--- config.mk ---
export PLATFORM = sky130hd
export DESIGN_NAME = pulse_period_meter
export DESIGN_NICKNAME = d
export VERILOG_FILES = /design/src/rtl/pulse_period_meter_pkg.sv /design/src/rtl/pulse_period_meter_sync_edge.sv /design/src/rtl/pulse_period_meter.sv
export SDC_FILE = /design/constraint.sdc
export NUM_CORES = 1
export LEC_CHECK = 0
export ABC_AREA = 1
export BUFFER_PORTS_ARGS = -buffer_cell sky130_fd_sc_hd__buf_2
export CORE_MARGIN = 2
export CORE_UTILIZATION = 58
export CTS_BUF_LIST = sky130_fd_sc_hd__clkbuf_16
export DETAILED_ROUTE_END_ITERATION = 8
export PLACE_DENSITY = 0.79
export SLEW_MARGIN = 20
export SYNTH_ARGS = -nofsm -noshare
export SYNTH_HDL_FRONTEND = slang
export SYNTH_SLANG_ARGS = --single-unit
--- constraint.sdc ---
create_clock -name clk -period 1.8 [get_ports clk]
set_input_delay 0.27 -clock clk [delete_from_list [all_inputs] [get_ports clk]]
set_output_delay 0.27 -clock clk [all_outputs]
set_load 0.05 [all_outputs]
--- src/rtl/pulse_period_meter_pkg.sv ---
// Shared constants, FSM state type and period helper for pulse_period_meter.
package pulse_period_meter_pkg;

  localparam int CPU_CLOCK = 27_000_000;
  localparam int CNT_W_DEF = 32;

  typedef enum logic [1:0] {
    IDLE    = 2'd0,
    FIRST   = 2'd1,
    MEASURE = 2'd2
  } meter_state_t;

  // Expected meas_period, in clk cycles, for a square wave of the given frequency.
  function automatic int clocks_per_period(input int hz);
    return CPU_CLOCK / hz;
  endfunction

endpackage

--- src/rtl/pulse_period_meter_sync_edge.sv ---
// pulse_sync_edge: 2-FF synchroniser and registered rise/fall strobes for slow inputs.
// Define PULSE_METER_FILTER_EN to insert a FILTER_LEN-sample glitch filter after the synchroniser.
module pulse_sync_edge #(
  parameter int FILTER_LEN = 4
) (
  input  logic clk,
  input  logic rst_n,
  input  logic pulse_in,
  output logic rise,
  output logic fall
);

  logic sync1;
  logic sync2;
  logic level;
  logic level_d;

  if (FILTER_LEN < 1) begin : g_bad_filter_len
    $error("FILTER_LEN must be at least 1");
  end

`ifdef PULSE_METER_FILTER_EN
  localparam int FW = $clog2(FILTER_LEN + 1);
  logic [FW-1:0] stable_cnt;
  logic          filt;

  // The level flips only after FILTER_LEN consecutive samples that disagree with it.
  always_ff @(posedge clk or negedge rst_n) begin
    if (!rst_n) begin
      stable_cnt <= '0;
      filt       <= 1'b0;
    end else if (sync2 == filt) begin
      stable_cnt <= '0;
    end else if (stable_cnt == FW'(FILTER_LEN - 1)) begin
      stable_cnt <= '0;
      filt       <= sync2;
    end else begin
      stable_cnt <= stable_cnt + 1'b1;
    end
  end

  assign level = filt;
`else
  assign level = sync2;
`endif

  always_ff @(posedge clk or negedge rst_n) begin
    if (!rst_n) begin
      sync1   <= 1'b0;
      sync2   <= 1'b0;
      level_d <= 1'b0;
      rise    <= 1'b0;
      fall    <= 1'b0;
    end else begin
      sync1   <= pulse_in;
      sync2   <= sync1;
      level_d <= level;
      rise    <= level & ~level_d;
      fall    <= ~level & level_d;
    end
  end

endmodule

--- src/rtl/pulse_period_meter.sv ---
// Measures period and high time of a slow asynchronous pulse in clk cycles, with loss detection.
// Build option PULSE_METER_FILTER_EN enables the input glitch filter in pulse_sync_edge.
//
// Handshake: a measurement is transferred on any clk edge where meas_valid && meas_ready;
// meas_period/meas_high are stable while meas_valid is high and not yet accepted.
module pulse_period_meter
  import pulse_period_meter_pkg::*;
#(
  parameter int CNT_W          = CNT_W_DEF,
  parameter int TIMEOUT_CYCLES = CPU_CLOCK,
  parameter int FILTER_LEN     = 4
) (
  input  logic             clk,
  input  logic             rst_n,
  input  logic             pulse_in,
  output logic [CNT_W-1:0] meas_period,
  output logic [CNT_W-1:0] meas_high,
  output logic             meas_valid,
  input  logic             meas_ready,
  output logic             signal_lost,
  output logic             overrun,
  input  logic             clr_overrun,
  output meter_state_t     dbg_state
);

  localparam logic [CNT_W-1:0] CNT_MAX = '1;
  localparam logic [CNT_W-1:0] TIMEOUT = CNT_W'(TIMEOUT_CYCLES);

  logic             rise;
  logic             fall;
  logic [CNT_W-1:0] cnt;
  logic [CNT_W-1:0] high_lat;
  meter_state_t     state;
  logic             capture;
  logic             accept;
  logic             timeout;

  pulse_sync_edge #(
    .FILTER_LEN (FILTER_LEN)
  ) u_sync_edge (
    .clk      (clk),
    .rst_n    (rst_n),
    .pulse_in (pulse_in),
    .rise     (rise),
    .fall     (fall)
  );

  assign capture   = rise && (state != IDLE);
  assign accept    = meas_valid && meas_ready;
  assign timeout   = !rise && (cnt == TIMEOUT);
  assign dbg_state = state;

  // Counts cycles since the last rise strobe; saturates so a dead input never wraps.
  always_ff @(posedge clk or negedge rst_n) begin
    if (!rst_n) begin
      cnt <= '0;
    end else if (rise) begin
      cnt <= CNT_W'(1);
    end else if (cnt != CNT_MAX) begin
      cnt <= cnt + 1'b1;
    end
  end

  always_ff @(posedge clk or negedge rst_n) begin
    if (!rst_n) begin
      state       <= IDLE;
      high_lat    <= '0;
      signal_lost <= 1'b1;
      meas_period <= '0;
      meas_high   <= '0;
      meas_valid  <= 1'b0;
      overrun     <= 1'b0;
    end else begin
      case (state)
        IDLE: begin
          if (rise) begin
            state       <= FIRST;
            signal_lost <= 1'b0;
            high_lat    <= '0;
          end
        end
        FIRST, MEASURE: begin
          if (rise) begin
            state    <= MEASURE;
            high_lat <= '0;
          end else if (timeout) begin
            state       <= IDLE;
            signal_lost <= 1'b1;
            high_lat    <= '0;
          end else if (fall) begin
            high_lat <= cnt;
          end
        end
        default: begin
          state <= IDLE;
        end
      endcase

      // A capture may replace data in the very cycle the old data is accepted.
      if (capture && (!meas_valid || meas_ready)) begin
        meas_period <= cnt;
        meas_high   <= high_lat;
        meas_valid  <= 1'b1;
      end else if (accept) begin
        meas_valid <= 1'b0;
      end

      if (capture && meas_valid && !meas_ready) begin
        overrun <= 1'b1;
      end else if (clr_overrun) begin
        overrun <= 1'b0;
      end
    end
  end

endmodule
==> results of run 1 <==
-- worst paths after layout --
path | cells after the start | to | slack [ns] | startpoint
setup / recovery | 8 | high_lat[1]$_DFFE_PN0P_ | 0.05 | dbg_state[0]$_DFFE_PN0P_
hold / removal | 2 | overrun$_DFFE_PN0P_ | 0.05 | clr_overrun
setup reg to reg | 8 | high_lat[1]$_DFFE_PN0P_ | 0.05 | dbg_state[0]$_DFFE_PN0P_
hold reg to reg | 0 | u_sync_edge.level$_DFF_PN0_ | 0.36 | u_sync_edge.sync1$_DFF_PN0_
max in group asynchronous | 3 | meas_period[29]$_DFFE_PN0P_ | 0.73 | rst_n
min in group asynchronous | 2 | meas_high[2]$_DFFE_PN0P_ | 0.39 | rst_n
-- cell usage after synthesis (all sizes together) --
cell type / number
mux2: 32
nand4: 22
clkbuf: 10
nor2: 77
nor3: 24
o21a: 1
nand2: 224
or2: 1
buf: 19
dfrtp: 137
nand3: 57
a21oi: 4
o31ai: 6
ha: 4
o21ai: 46
dfstp: 1
inv: 59
-- power by group through the flow --
stage                     clock network (mW)  registers (mW)  logic (mW)
after global placement                     0            3.49        2.29
final                                   3.38            3.46        2.57
after CTS                               3.40            3.45        2.36
after floorplan                            0            3.89        1.43
after global routing                    3.53            3.49        2.79
after detailed placement                   0            3.51        2.35
-- repair_timing --
item / 4_1_cts / 5_1_grt
hold buffers: 2 / 0
endpoints found under the setup margin: 1 / 53
pin swaps: 1 / 2
hold endpoints to repair: 48 / 0
gates cloned: 0 / 1
gates resized for setup: 0 / 19
-- sequential cells by signal (all words and copies together) (netlist names), 2 cells and up --
signal,count
cnt,32
high_lat,32
meas_high,32
meas_period,32
dbg_state,2
-- layer usage --
metal  routed length [µm]  track usage
met5                    0            0
met4                  282       0.1154
met3                  927      0.06157
met2                 8170       0.4805
met1                 7692       0.4241
-- stage by stage --
| step | TNS [ns] | worst slack, ns | cells | area, µm² | util |
|---|---|---|---|---|---|
| 3_5_place_dp | 0 | 0.03479 | 950 | 7109 | 0.6587 |
| 2_1_floorplan | 0 | 0.06205 | 724 | 6391 | - |
| 4_1_cts | 0 | 0.02219 | 984 | 7700 | 0.7134 |
| 5_1_grt | -0.03422 | -0.03422 | 985 | 7774 | 0.7203 |
| 6_report | 0 | 0.05399 | 985 | 7774 | 0.7203 |
| 3_3_place_gp | 0 | 0.03305 | 950 | 7109 | 0.6587 |
-- worst reg2reg max path, delay by kind of cell, from the launching register on --
family / cells / cell delay (ns)
fa+ha+maj: 1 / 0.31
buf+inv: 3 / 0.20
flops: 1 / 0.37
simple gates: 4 / 0.80
-- cells by family (layout without fill, tap and decap cells) --
group / Yosys count / in the layout / share of synthesized area
compound gates: 57 / 57 / 0.04804
fa+ha+maj: 4 / 4 / 0.007843
buf+inv: 88 / 208 / 0.06510
flops: 138 / 138 / 0.5414
mux: 32 / 32 / 0.05647
simple gates: 405 / 406 / 0.2812
-- layout make-up --
| class | instances | area, µm² |
|---|---|---|
| clock buffers | 17 | 425.4 |
| clock inverters | 15 | 145.1 |
| flip-flops and latches | 138 | 3462 |
| multi-input cells | 499 | 2572 |
| inverters | 59 | 221.5 |
| repair buffers | 117 | 772.0 |
| fillers | 833 | 3019 |
| well taps | 140 | 175.2 |
==> results.tsv, run 1 <==
metric	value	unit
Slew HR	0.6403	
crit path capture type	register	
most frequent cells in the layout	nand2_1 (206), dfrtp_1 (131), buf_2 (72)	
post-synth top area share	0.5373	
core area	0.01079	mm²
final-report setup violation count	0	
critical path class	register to register	
# Post-CTS Setup Buffers	0	
slowest CP cell	dfrtp_2	
DP Wirelength	12.33	mm
Distinct cells, synth	29	
maximum root-to-sink buffer count	2	
root buf cell	clkbuf_16	
mean post-synth cell area	8.814	µm²
Synth area leaders	dfrtp_1 (54%), nand2_1 (12%), mux2_2 (5.6%)	
ratio of cells with drive above 1 in the final layout	0.2663	
DR vias/cell	5.525	
post-layout minimum cycle time	1.746	ns
Power Internal	6.130	mW
Routability Congestion	0.9925	
area added between synthesis and finish	21.82	%
Hold WC Path Type	input port to register	
Req. time, crit path	2.15	ns
DR iter-0 viols	414	
VDD IR max	1.013	mV
area of the die	0.01186	mm²
most common cell after layout, fill and taps aside	nand2_1	
Remaining Overflow, GRT	0	
maxcap violations	0	
initial antenna violation count	0	
synthesized area	0.006381	mm²
post-synthesis cell count	724	
post-route clock period utilization	0.9700	
Core Rows	38	
Clock Skews	0.007998	ns
CP cell instances	inv_1 -> ha_1 -> inv_2 -> nor2_4 -> inv_1 -> nor2_4 -> nand4_1 -> nand2_1	
CTS tree	yes	
Peak Freq	572.7	MHz
worst hold slack	0.04702	ns
startpoint types	register	
diode count	0	
sequential-to-total area share from yosys stat	0.5414	
RSZ-0062 raised after global routing	true	
Switching Fraction	0.3490	
max incr delay on CP	0.37	ns
clock network fraction of design power	0.359	
worst path arrival time	2.10	ns
Clock transition at path regs	0.06	ns
initial core utilization	0.5912	
CTS H-Tree Depth	4	
Initial DRT Pass Iterations	5	
clk_lat worst skew	0.42	ns
syn nets	733	
CP Max Fanout	18	
PD cells	1211	mW/mm²
Die Width	108.9	µm
P_leak	4.073	nW
Hold Vio Cnt, Final	0	
routed wire length	17.07	mm
Sink Count	138	
Psw	3.286	mW
IO Pins	74	
vias in the first global route	5262	
first-pass GRT wire length	27.06	mm
number of buffer and inverter stages on the critical path	3	
total chip power	9.416	mW
YS warnings	0	
Routed WL per cell	17.33	µm
Logic pwr share	0.273	
DRC Markers	0	
die span in y	108.9	µm
IO Port Bufs	73	
Num CTS Buffers	17	
status	completed	
Synth Register Bits	138	
Flop pwr share	0.368	
leading area contributor after synthesis	dfrtp_1	
worst slew pin tran	0.5396	ns
Max Transition Viols Final	0	
final net count	841	
Tot GR Track Use	0.3067	
Vias	5442	
post-route ant nets	0	
maximum number of pins on one net before global-route repair	54	
critical path's top delay family	simple AND/OR/NAND/NOR gates	
(Power assumes the default switching activity.)
==> run 2, diff against run 1 <==
Settings changed: ABC_AREA 1 to 0, CORE_UTILIZATION 58 to 57, SLEW_MARGIN 20 to 5.
==> run 2 against run 1 <==
Against the previous run:
- the run now ends with setup timing left
- cell count is 21% lower
- design area is 6.4% higher
- hold slack better by 0.00067 ns
- critical path depth down 1
- die area is 8.1% lower
- core utilization rose by 13 points
- global-route usage increased by 2.1 points
- wire length rose by 14%
- critical path type unchanged
==> results.tsv, run 2 <==
metric	value	unit	change
crit path capture type	register		
slowest CP cell	dfrtp_1		
routed wire length	19.49	mm	+14%
Clock Skews	0.008250	ns	+0.0002514 ns
final worst slack	-0.4081	ns	-0.4621 ns
Die Width	104.4	µm	-4.1%
Vias	5126		-5.8%
maximum number of pins on one net before global-route repair	56		+3.7%
leading area contributor after synthesis	dfrtp_1		
sequential-to-total area share from yosys stat	0.6011		+0.05976
synthesized area	0.005747	mm²	-9.9%
Initial DRT Pass Iterations	5		unchanged
YS warnings	0		unchanged
DP Wirelength	8.857	mm	-28%
Num CTS Buffers	17		unchanged
Synth Register Bits	138		unchanged
most frequent cells in the layout	dfrtp_1 (131), buf_4 (95), buf_2 (72)		
CP cell instances	and2_1 -> nand4_1 -> nor4_4 -> buf_4 -> o31ai_4 -> buf_12 -> a22o_1		
Clock transition at path regs	0.06	ns	about the same
DR vias/cell	6.597		+19%
vias in the first global route	5021		-4.6%
final-report setup violation count	67		+67
Distinct cells, synth	47		+62%
worst slew pin tran	0.4966	ns	-0.04303 ns
RSZ-0062 raised after global routing	true		
clk_lat worst skew	0.43	ns	about the same
max incr delay on CP	0.42	ns	+0.05 ns
initial antenna violation count	0		unchanged
failing checks	setup timing		
post-layout minimum cycle time	2.208	ns	+0.4621 ns
Max Transition Viols Final	0		unchanged
startpoint types	register		
Peak Freq	452.9	MHz	-21%
syn nets	460		-37%
DRC Markers	0		unchanged
worst path arrival time	2.51	ns	+0.41 ns
maxcap violations	0		unchanged
first-pass GRT wire length	27.45	mm	+1.4%
post-synthesis cell count	451		-38%
mean post-synth cell area	12.74	µm²	+45%
Routability Congestion	0.9391		-5.4%
Setup Slack @ Placement	-0.2551	ns	-0.2899 ns
maximum root-to-sink buffer count	2		unchanged
setup tns final	-19.36	ns	-19.36 ns
post-route ant nets	0		unchanged
CP Max Fanout	16		-2
DR iter-0 viols	403		-2.7%
EDFF count, synth	0		unchanged
register area	0.003462	mm²	unchanged
top-count cell post-synth	dfrtp_1		
status	complete, but fails checks		
Slew HR	0.6689		+0.02869
IO Pins	74		unchanged
CTS tree	yes		
Post-synth top cells	dfrtp_1 (137), mux2_2 (65), a22o_1 (32)		
Primary FF master, synth	dfrtp_1		
Hold Vio Cnt, Final	0		unchanged
Synth area leaders	dfrtp_1 (60%), mux2_2 (13%), a22o_1 (4.9%)		
Req. time, crit path	2.10	ns	-0.05 ns
area added between synthesis and finish	43.94	%	
IO Port Bufs	73		unchanged
Post-synth ARST share	1.000		unchanged
VDD IR max	0.8461	mV	-16%
Tot GR Track Use	0.3281		+0.02143
PD cells	1151	mW/mm²	-5.0%
number of buffer and inverter stages on the critical path	2		-1
total chip power	9.520	mW	+1.1%
Hold WC Path Type	input port to register		
area of the die	0.01090	mm²	-8.1%
final net count	641		-24%
critical path class	register to register		
most common cell after layout, fill and taps aside	dfrtp_1		
number of fillers in the final layout	436		-48%
die span in y	104.4	µm	-4.1%
post-route clock period utilization	1.227		+0.2567
Core Rows	36		-5.3%
area of the multi-input gates	0.002542	mm²	-1.2%
P_leak	4.202	nW	+3.2%
ratio of cells with drive above 1 in the final layout	0.5512		+0.2850
initial core utilization	0.5879		-0.003294
critical path's top delay family	simple AND/OR/NAND/NOR gates		
post-synth top area share	0.5966		+0.05931
core area	0.009774	mm²	-9.4%
Routed WL per cell	25.09	µm	+45%
CTS H-Tree Depth	4		unchanged
root buf cell	clkbuf_16		
diode count	0		unchanged
Sink Count	138		unchanged
Remaining Overflow, GRT	0		unchanged
## run 2: cell count changes in the layout (fill, tap and decap cells not counted), moves of 11 or more
cell,previous run,this run
nor3_1,20,0
inv_1,58,7
nand2_1,206,19
mux2_2,32,63
buf_6,3,14
nor2_1,64,26
nand3_1,55,5
nand2_2,17,2
a22o_1,0,32
buf_4,35,95
xnor2_1,0,13
o21ai_0,44,4
## run 2: final timing paths
kind	from	slack (ns)	depth (start not counted)	to
worst max-delay path	cnt[19]$_DFFE_PN0P_	-0.41	7	high_lat[5]$_DFFE_PN0P_
worst min-delay path	clr_overrun	0.05	2	overrun$_DFFE_PN0P_
worst min register to register	u_sync_edge.sync1$_DFF_PN0_	0.34	0	u_sync_edge.level$_DFF_PN0_
max in group asynchronous	rst_n	0.79	3	cnt[18]$_DFFE_PN0P_
min in group asynchronous	rst_n	0.33	2	meas_high[6]$_DFFE_PN0P_
worst max register to register	cnt[19]$_DFFE_PN0P_	-0.41	7	high_lat[5]$_DFFE_PN0P_
## run 2: power breakdown
group	internal (mW)	switching, mW
Clock	2.29	1.38
Combinational	0.932	1.49
Sequential	3.27	0.156
Total	6.49	3.03
## run 2: kinds of logic after synthesis
| kind of cell | after synthesis | synth area share |
|---|---|---|
| flip-flops | 138 | 0.6011 |
| AND/OR/NAND/NOR | 111 | 0.1049 |
| AO/OA/AOI/OAI | 75 | 0.1010 |
| multiplexers | 66 | 0.1291 |
| buffers and inverters | 41 | 0.03070 |
| XOR/XNOR | 16 | 0.02439 |
| adder cells (fa/ha/maj) | 4 | 0.008709 |
## run 2: per-layer routing
layer	GRT usage	wire length [µm]	vias up	part of all wire
li1	-	-	2007	-
met1	0.4128	6736	2583	0.35
met2	0.5397	9750	398	0.50
met3	0.07519	1655	138	0.085
met4	0.1554	1350	0	0.069
met5	0	0	-	0
## run 2: final cells by class
cell class | count | area share
timing repair buffer | 193 | 0.1767
multi-input combinational | 273 | 0.3074
tap | 133 | 0.02012
inverter | 9 | 0.004084
clock inverter | 14 | 0.02178
clock buffer | 17 | 0.05143
sequential | 138 | 0.4185
## run 2: timing repair
action,CTS,global route
resized for setup,40,44
hold endpoints to repair,43,0
endpoints found under the setup margin,64,68
cloned,1,2
hold buffers,2,0
buffers inserted,16,19
pin swaps,19,34
## run 2: per-stage QoR
step	hold slack, ns	utilization	cell area [µm²]	std cells
floorplan	-0.02559	-	5882	451
global placement	0.2120	0.7110	6949	708
detailed placement	0.2180	0.7110	6949	708
CTS	0.04219	0.8043	7861	758
global route	0.04974	0.8463	8272	777
finish	0.04768	0.8463	8272	777
## run 2: worst register-to-register path, delay by kind of cell (launching register included)
kind | cells | cell delay, ns
simple gates | 3 | 0.87
flops | 1 | 0.42
compound gates | 2 | 0.41
buf+inv | 2 | 0.38
